### src/rtl/pool2x2_engine.sv
// 2x2 max/average pooling engine: reads even/odd row pairs from a dual-port
// feature-map BRAM, pools each 2x2 window and writes one packed row per pair.
module pool2x2_engine #(
    parameter int DW      = 16,
    parameter int IN_COLS = 20,
    parameter int IN_ROWS = 32,
    parameter int RAW     = 7,
    parameter int WAW     = 5,
    parameter int RD_LAT  = 2
) (
    input  logic                        clk,
    input  logic                        rst,
    input  logic                        start,
    input  logic                        mode,
    output logic                        rd_ena,
    output logic                        rd_enb,
    output logic [RAW-1:0]              rd_addra,
    output logic [RAW-1:0]              rd_addrb,
    input  logic [IN_COLS*DW-1:0]       rd_douta,
    input  logic [IN_COLS*DW-1:0]       rd_doutb,
    output logic                        wr_en,
    output logic [WAW-1:0]              wr_addr,
    output logic [(IN_COLS/2)*DW-1:0]   wr_din,
    output logic                        busy,
    output logic                        done
);

    localparam int             OCOLS      = IN_COLS / 2;
    localparam logic [RAW-1:0] LAST_ADDRA = RAW'(IN_ROWS - 2);

    typedef enum logic [1:0] {S_IDLE, S_READ, S_DRAIN, S_DONE} state_t;

    state_t                r_state, w_next;
    logic                  r_start_d;
    logic                  w_start_p;
    logic                  r_mode;
    logic                  r_ena;
    logic [RAW-1:0]        r_addra, r_addrb;
    logic [RD_LAT-1:0]     r_vld;
    logic                  w_sample;
    logic                  r_wr_en;
    logic [WAW-1:0]        r_wr_addr, r_wr_ptr;
    logic [OCOLS*DW-1:0]   r_wr_din, w_pool;

    assign w_start_p = start & ~r_start_d;
    assign w_sample  = r_vld[RD_LAT-1];

    function automatic logic [DW-1:0] pool4(
        input logic signed [DW-1:0] a0, a1, b0, b1,
        input logic                 avg
    );
        logic signed [DW-1:0] m_a, m_b;
        logic signed [DW+1:0] sum;
        m_a = (a0 > a1) ? a0 : a1;
        m_b = (b0 > b1) ? b0 : b1;
        sum = (DW+2)'(a0) + (DW+2)'(a1) + (DW+2)'(b0) + (DW+2)'(b1);
        if (avg) pool4 = DW'(sum >>> 2);
        else     pool4 = (m_a > m_b) ? m_a : m_b;
    endfunction

    // NOTE: state registers use non-blocking assignments so every flop samples pre-edge values.
    always_ff @(posedge clk) begin
        if (rst) r_state <= S_IDLE;
        else     r_state <= w_next;
    end

    // NOTE: defaults first so no path through the case leaves w_next unassigned (no latch).
    always_comb begin
        w_next = r_state;
        case (r_state)
            S_IDLE:  if (w_start_p) w_next = S_READ;
            S_READ:  if (r_addra == LAST_ADDRA) w_next = S_DRAIN;
            S_DRAIN: if (r_wr_en && (r_vld == '0)) w_next = S_DONE;
            S_DONE:  w_next = S_IDLE;
            default: w_next = S_IDLE;
        endcase
    end

    always_ff @(posedge clk) begin
        if (rst) begin
            r_start_d <= 1'b0;
            r_mode    <= 1'b0;
            r_ena     <= 1'b0;
            r_addra   <= '0;
            r_addrb   <= '0;
            r_vld     <= '0;
            r_wr_en   <= 1'b0;
            r_wr_addr <= '0;
            r_wr_ptr  <= '0;
            r_wr_din  <= '0;
        end else begin
            r_start_d <= start;
            r_vld     <= (r_vld << 1) | RD_LAT'(r_ena);
            case (r_state)
                S_IDLE: begin
                    if (w_start_p) begin
                        r_mode   <= mode;
                        r_ena    <= 1'b1;
                        r_addra  <= '0;
                        r_addrb  <= RAW'(1);
                        r_wr_ptr <= '0;
                    end
                end
                S_READ: begin
                    if (r_addra == LAST_ADDRA) begin
                        r_ena <= 1'b0;
                    end else begin
                        r_addra <= r_addra + RAW'(2);
                        r_addrb <= r_addrb + RAW'(2);
                    end
                end
                default: ;
            endcase
            // Data arriving at the end of the valid pipeline is pooled into the write register.
            r_wr_en <= w_sample;
            if (w_sample) begin
                r_wr_din  <= w_pool;
                r_wr_addr <= r_wr_ptr;
                r_wr_ptr  <= r_wr_ptr + WAW'(1);
            end
        end
    end

    always_comb begin
        w_pool = '0;
        for (int j = 0; j < OCOLS; j++) begin
            w_pool[j*DW +: DW] = pool4(rd_douta[(2*j)*DW +: DW], rd_douta[(2*j+1)*DW +: DW],
                                       rd_doutb[(2*j)*DW +: DW], rd_doutb[(2*j+1)*DW +: DW],
                                       r_mode);
        end
    end

    assign rd_ena   = r_ena;
    assign rd_enb   = r_ena;
    assign rd_addra = r_addra;
    assign rd_addrb = r_addrb;
    assign wr_en    = r_wr_en;
    assign wr_addr  = r_wr_addr;
    assign wr_din   = r_wr_din;
    assign busy     = (r_state == S_READ) || (r_state == S_DRAIN);
    assign done     = (r_state == S_DONE);

endmodule

### config.mk
export PLATFORM = sky130hd
export DESIGN_NAME = pool2x2_engine
export DESIGN_NICKNAME = d
export VERILOG_FILES = /design/src/rtl/pool2x2_engine.sv
export SDC_FILE = /design/constraint.sdc
export NUM_CORES = 2
export LEC_CHECK = 0
export ABC_AREA = 0
export CAP_MARGIN = 15
export CORE_AREA = 2 2 319 321
export CTS_CLUSTER_SIZE = 40
export DETAILED_ROUTE_END_ITERATION = 12
export DIE_AREA = 0 0 321 323
export PLACE_DENSITY_LB_ADDON = 0.05
export SYNTH_ARGS = -nofsm -noshare
export SYNTH_HDL_FRONTEND = slang
export SYNTH_SLANG_ARGS = --single-unit
### constraint.sdc
create_clock -name clk -period 16.2 [get_ports clk]
set_input_delay 2.43 -clock clk [delete_from_list [all_inputs] [get_ports clk]]
set_output_delay 2.43 -clock clk [all_outputs]
set_load 0.02 [all_outputs]
-- Yosys cells after proc, flatten, opt, wreduce, memory -nomap -nowiden
Index checks and enable logic that the tools add are counted.
- output and inout port bits: 184
- flip-flop bits (word level): 192
- input bits: 644
- word-level logic and storage cells: 153
- add/sub/neg operators: 33
- multiplexer cells: 56
- reduce and logical (&&, ||, !) cells: 12
- bitwise operators: 3
- eq/ne operators: 8
- $lt $le $gt $ge: 30
- operators with widths (operator ; number):
    2-to-1 mux 16 bit ; 40
    greater-than comparator 16 bit ; 30
    adder 17 x 16 -> 18 bit ; 10
    adder 18 x 16 -> 18 bit ; 10
    adder 16 x 16 -> 17 bit ; 10
    2-to-1 mux 7 bit ; 4
    case mux 7 bit (2 select lines) ; 2
    2-to-1 mux 5 bit ; 3
    adder 7 x 2 -> 7 bit (second input constant) ; 2
    AND reduction 3 bit ; 3
    != test 2 bit (second input constant) ; 4
    case mux 2 bit (4 select lines) ; 1
    equality test 7 x 5 -> 1 bit (second input constant) ; 1
    2-to-1 mux 2 bit ; 3
    nonzero test 2 bit ; 3
    adder 5 x 1 -> 5 bit (second input constant) ; 1
    equality test 2 bit (second input constant) ; 2
    logical NOT 2 bit ; 2
    AND reduction 2 bit ; 2
    equality test 2 x 1 -> 1 bit (second input constant) ; 1
    2-to-1 mux 1 bit ; 2
    OR 2 x 1 -> 2 bit ; 1
    case mux 1 bit (2 select lines) ; 1
    bitwise AND 1 bit ; 1
    other kinds (3) ; 3

-- Logic depth before layout (Yosys ltp)
- word-level depth: 5
- depth in mapped cells: 22
- mapped depth without buffers: 19

-- Worst setup path before layout
Ideal clock, no wire load.
- path type: input to register
- start: in rd_douta[63]
- end: reg r_wr_din[31] (netlist: wr_din[31])
- path buffers: 2
- setup slack: 9.213 ns
- setup time: 0.095 ns
- stages on the path: 18
- data required time: 16.105 ns
- arrival: 6.892 ns
- cells stage by stage: inv_1 -> ha_1 -> nand4_1 -> or4_1 -> a21oi_1 -> nor4_1 -> mux2_2 -> buf_2 -> mux2_2 -> ha_1 -> nor2b_1 -> o211ai_1 -> a21oi_1 -> or4b_2 -> mux2_2 -> clkbuf_1 -> mux2_2 -> a221oi_1
- cells in the longest elaborated chain, start to end: 5
- RTL lines (element ; RTL line ; source):
    start: declaration ; 19 ; input logic [IN_COLS*DW-1:0] rd_douta,
    parallel branches: the longest is 4 deep, another holds adder 17 x 16 -> 18 bit ; n/a ;
    2-to-1 mux 16 bit * ; 57 ; if (avg) pool4 = DW'(sum >>> 2);
    end signal: assignment ; 117 ; r_wr_din <= w_pool;
    end: declaration ; 43 ; logic [OCOLS*DW-1:0] r_wr_din, w_pool;
Mark *: on every way between the ends.
A chain may end at the register's enable or synchronous reset.

-- Worst setup path in the final report
- start: in rd_douta[281]
- end: reg r_wr_din[130] (netlist: wr_din[130])
- cells in the longest elaborated chain, start to end: 5
- RTL lines (element ; RTL line ; source):
    greater-than comparator 16 bit ; 54 ; m_a = (a0 > a1) ? a0 : a1;
    2-to-1 mux 16 bit * ; 54 ;
    greater-than comparator 16 bit ; 58 ; else pool4 = (m_a > m_b) ? m_a : m_b;
    2-to-1 mux 16 bit * ; 58 ;
    2-to-1 mux 16 bit * ; 57 ;
Mark *: on every way between the ends. The rest lies on a longest branch, timed or not.

==> flow_summary.json <==
{
  "status": "finished, final reports clean",
  "synth.area.top_cells": "ha_1 21%, fa_1 17%, dfxtp_1 10%",
  "met1_usage": 0.367,
  "critPathBufInv": 3,
  "clock-sinks": 191,
  "hold-worst-slack_ns": 0.459,
  "insertion_delay_ns": 0.51,
  "max_freq_mhz": 119,
  "yosysMostFrequentCell": "ha_1",
  "clockRootBuffer": "clkbuf_16",
  "setup_violations": 0,
  "worstMarginPinSlew_ns": 1.10,
  "antenna_found_initial": 40,
  "dpl.cell_count": 6439,
  "yosysSeqAreaShare": 0.0996,
  "cp-start-kind": "input port",
  "p_leak_nw": 21.5,
  "first_iter_violations": 2562,
  "holdCritPathClass": "register to register",
  "synth_top_cell_by_area": "ha_1",
  "p_sw_frac": 0.482,
  "die-area_mm2": 0.104,
  "p_sw_mw": 1.93,
  "arrival_ns": 8.83,
  "synth_cell_types": 87,
  "drc": 0,
  "gp_congestion": 0.971,
  "syn_area_per_cell_um2": 8.74,
  "fp.dieW_um": 321,
  "hold_viol_final": 0,
  "powerDensity_mw_per_mm2": 82.2,
  "slew-limit-headroom": 0.265,
  "grt_pass1_wl_um": 231000,
  "grtUsageTotal": 0.296,
  "row_count": 117,
  "fin_crit_ns": 8.42,
  "crit_path_end_kind": "register",
  "synthCells": 4396,
  "synth_nets": 6007,
  "grt_max_degree": 68,
  "skew_ns": 0.0148,
  "grt-ovfl-total": 0,
  "clockPowerShare": 0.126,
  "drt_pass1_iterations": 6,
  "critical_path_class": "input port to register",
  "required_ns": 16.60,
  "numPortBuffers": 826,
  "hold_buffers": 0,
  "use_met3": 0.0591,
  "vias": 37015,
  "combPwrFrac": 0.730,
  "busiest_layer": "met2",
  "cpPeakStageDelay_ns": 0.86,
  "ctsLongestPathBuffers": 2,
  "post_cts_buffers": 0,
  "stdcell_count": 6503,
  "path_clk_slew_ns": 0.08,
  "hpwlAfterDp_um": 133000,
  "rsz0062_at_grt": "no",
  "synthTopCellsByCount": "637 x ha_1, 473 x inv_1, 330 x fa_1, 283 x a21oi_1, 275 x nor2_1",
  "path_cells": "clkdlybuf4s50_1 -> inv_1 -> ha_1 -> a21oi_1 -> o21ai_0 -> a221o_1 -> a211oi_1 -> mux2i_4 -> mux2_2 -> ha_1 -> nand4_1 -> nor3_1 -> and4_1 -> a221oi_1 -> o211ai_1 -> buf_4 -> mux2_2 -> a211oi_1",
  "synthArstFlopShare": 0,
  "drive_gt1_frac": 0.0515,
  "crit_path_top_delay_cell": "mux2i_4",
  "grt_pass1_vias": 36758,
  "post_cts_resize_count": 0,
  "setup_tns_ns": 0,
  "p_int_mw": 2.08,
  "fin_crit_sh": 0.520,
  "ys.flop_type": "dfxtp_1",
  "viasPerCell": 5.69,
  "drt-wirelength-per-cell_um": 24.2,
  "synth-seq-cells": 191,
  "crit_fanout": 16,
  "num_io_pins": 828,
  "syn_to_final_growth_pct": 27.0,
  "layout.nets": 6760,
  "ys_warn_count": 0,
  "drv_slew": 0,
  "crit_family": "compound AO/OA/AOI/OAI gates",
  "max_cap_viol_count": 0,
  "yosys.area.top_type_share": 0.208,
  "cts_max_level": 4,
  "fp.dieH_um": 323,
  "ir_worst_vdd_uv": 65.1,
  "tritoncts": "yes",
  "synth_edf_count": 0,
  "design_power_total_mw": 4.01,
  "cts_made_buffers": 17,
  "synth_area_mm2": 0.0384,
  "postRouteWirelength_um": 158000,
  "core_mm2": 0.101,
  "antenna_left": 0,
  "initial_utilization": 0.381,
  "seq_power_share": 0.144,
  "met2_usage": 0.507
}
-- power groups by stage --
stage	Combinational (mW)	Sequential, mW	Clock [mW]
6_report	2.93	0.579	0.504
4_1_cts	2.92	0.579	0.516
2_1_floorplan	1.91	0.612	0
3_3_place_gp	2.89	0.590	0
3_5_place_dp	2.90	0.589	0
5_1_grt	3.24	0.583	0.530
-- metal layers --
layer,wire length [µm],share of wire
met5,133,0.00084
met4,5750,0.036
met3,10800,0.068
met2,76000,0.48
met1,65000,0.41
-- kinds of logic after synthesis --
logic type	Yosys count	synth area share
AOI/OAI and AO/OA	1102	0.195
and+or+nand+nor	1040	0.133
adders and majority gates	967	0.380
buffers and inverters	591	0.0599
muxes	380	0.104
DFF	191	0.0996
xor gates and xnor gates	124	0.0283
other	1	0.0000977
-- cell type report --
cell class              instances  area [µm²]
flip-flops and latches        191        3830
repair buffers                850        8450
well taps                    1309        1640
fillers                      9849       52000
multi-input cells            3614       32400
inverters                     475        1780
clock buffers                  19         453
diodes                         32        80.1
clock inverters                13         176
-- sequential cells by signal, indices dropped and copies added (netlist names) --
signal / cells
r_mode: 1
r_start_d: 1
r_state: 2
r_vld: 2
r_wr_ptr: 5
rd_addra: 6
rd_addrb: 7
rd_ena: 1
wr_addr: 5
wr_din: 160
wr_en: 1
-- worst paths after layout --
| path | start | end | slack (ns) | depth (start not counted) |
|---|---|---|---|---|
| setup / recovery | rd_douta[281] | wr_din[130] | 7.78 | 18 |
| hold / removal | r_vld[0] | r_vld[1] | 0.46 | 1 |
| setup reg to reg | r_vld[1] | wr_din[43] | 13.04 | 6 |
| hold reg to reg | r_vld[0] | r_vld[1] | 0.46 | 1 |
-- stage by stage --
| stage | utilization | setup slack [ns] | instance area, µm² |
|---|---|---|---|
| 2_1_floorplan | - | 9.21 | 38400 |
| 3_3_place_gp | 0.477 | 7.58 | 48100 |
| 5_1_grt | 0.484 | 7.39 | 48700 |
| 6_report | 0.484 | 7.78 | 48800 |
| 3_5_place_dp | 0.477 | 7.35 | 48100 |
| 4_1_cts | 0.483 | 7.90 | 48700 |
-- cells in the final DEF (no fill, tap or decap), drive strengths merged, types with 42 or more instances in the layout --
| cell type | Yosys | final |
|---|---|---|
| nand4 | 93 | 93 |
| xor2 | 52 | 52 |
| a211oi | 59 | 59 |
| clkdlybuf4s50 | 0 | 825 |
| o21ai | 182 | 182 |
| fa | 330 | 330 |
| nand2 | 228 | 228 |
| nor2b | 58 | 58 |
| xnor2 | 72 | 72 |
| nor2 | 275 | 275 |
| nand3 | 119 | 119 |
| mux2i | 244 | 244 |
| mux2 | 136 | 136 |
| o21a | 49 | 49 |
| a22oi | 42 | 42 |
| o211ai | 47 | 47 |
| ha | 637 | 637 |
| dfxtp | 191 | 191 |
| a21o | 89 | 89 |
| a21oi | 283 | 283 |
| inv | 473 | 479 |
| nor3 | 74 | 74 |
Power figures use the tool's default switching activity.
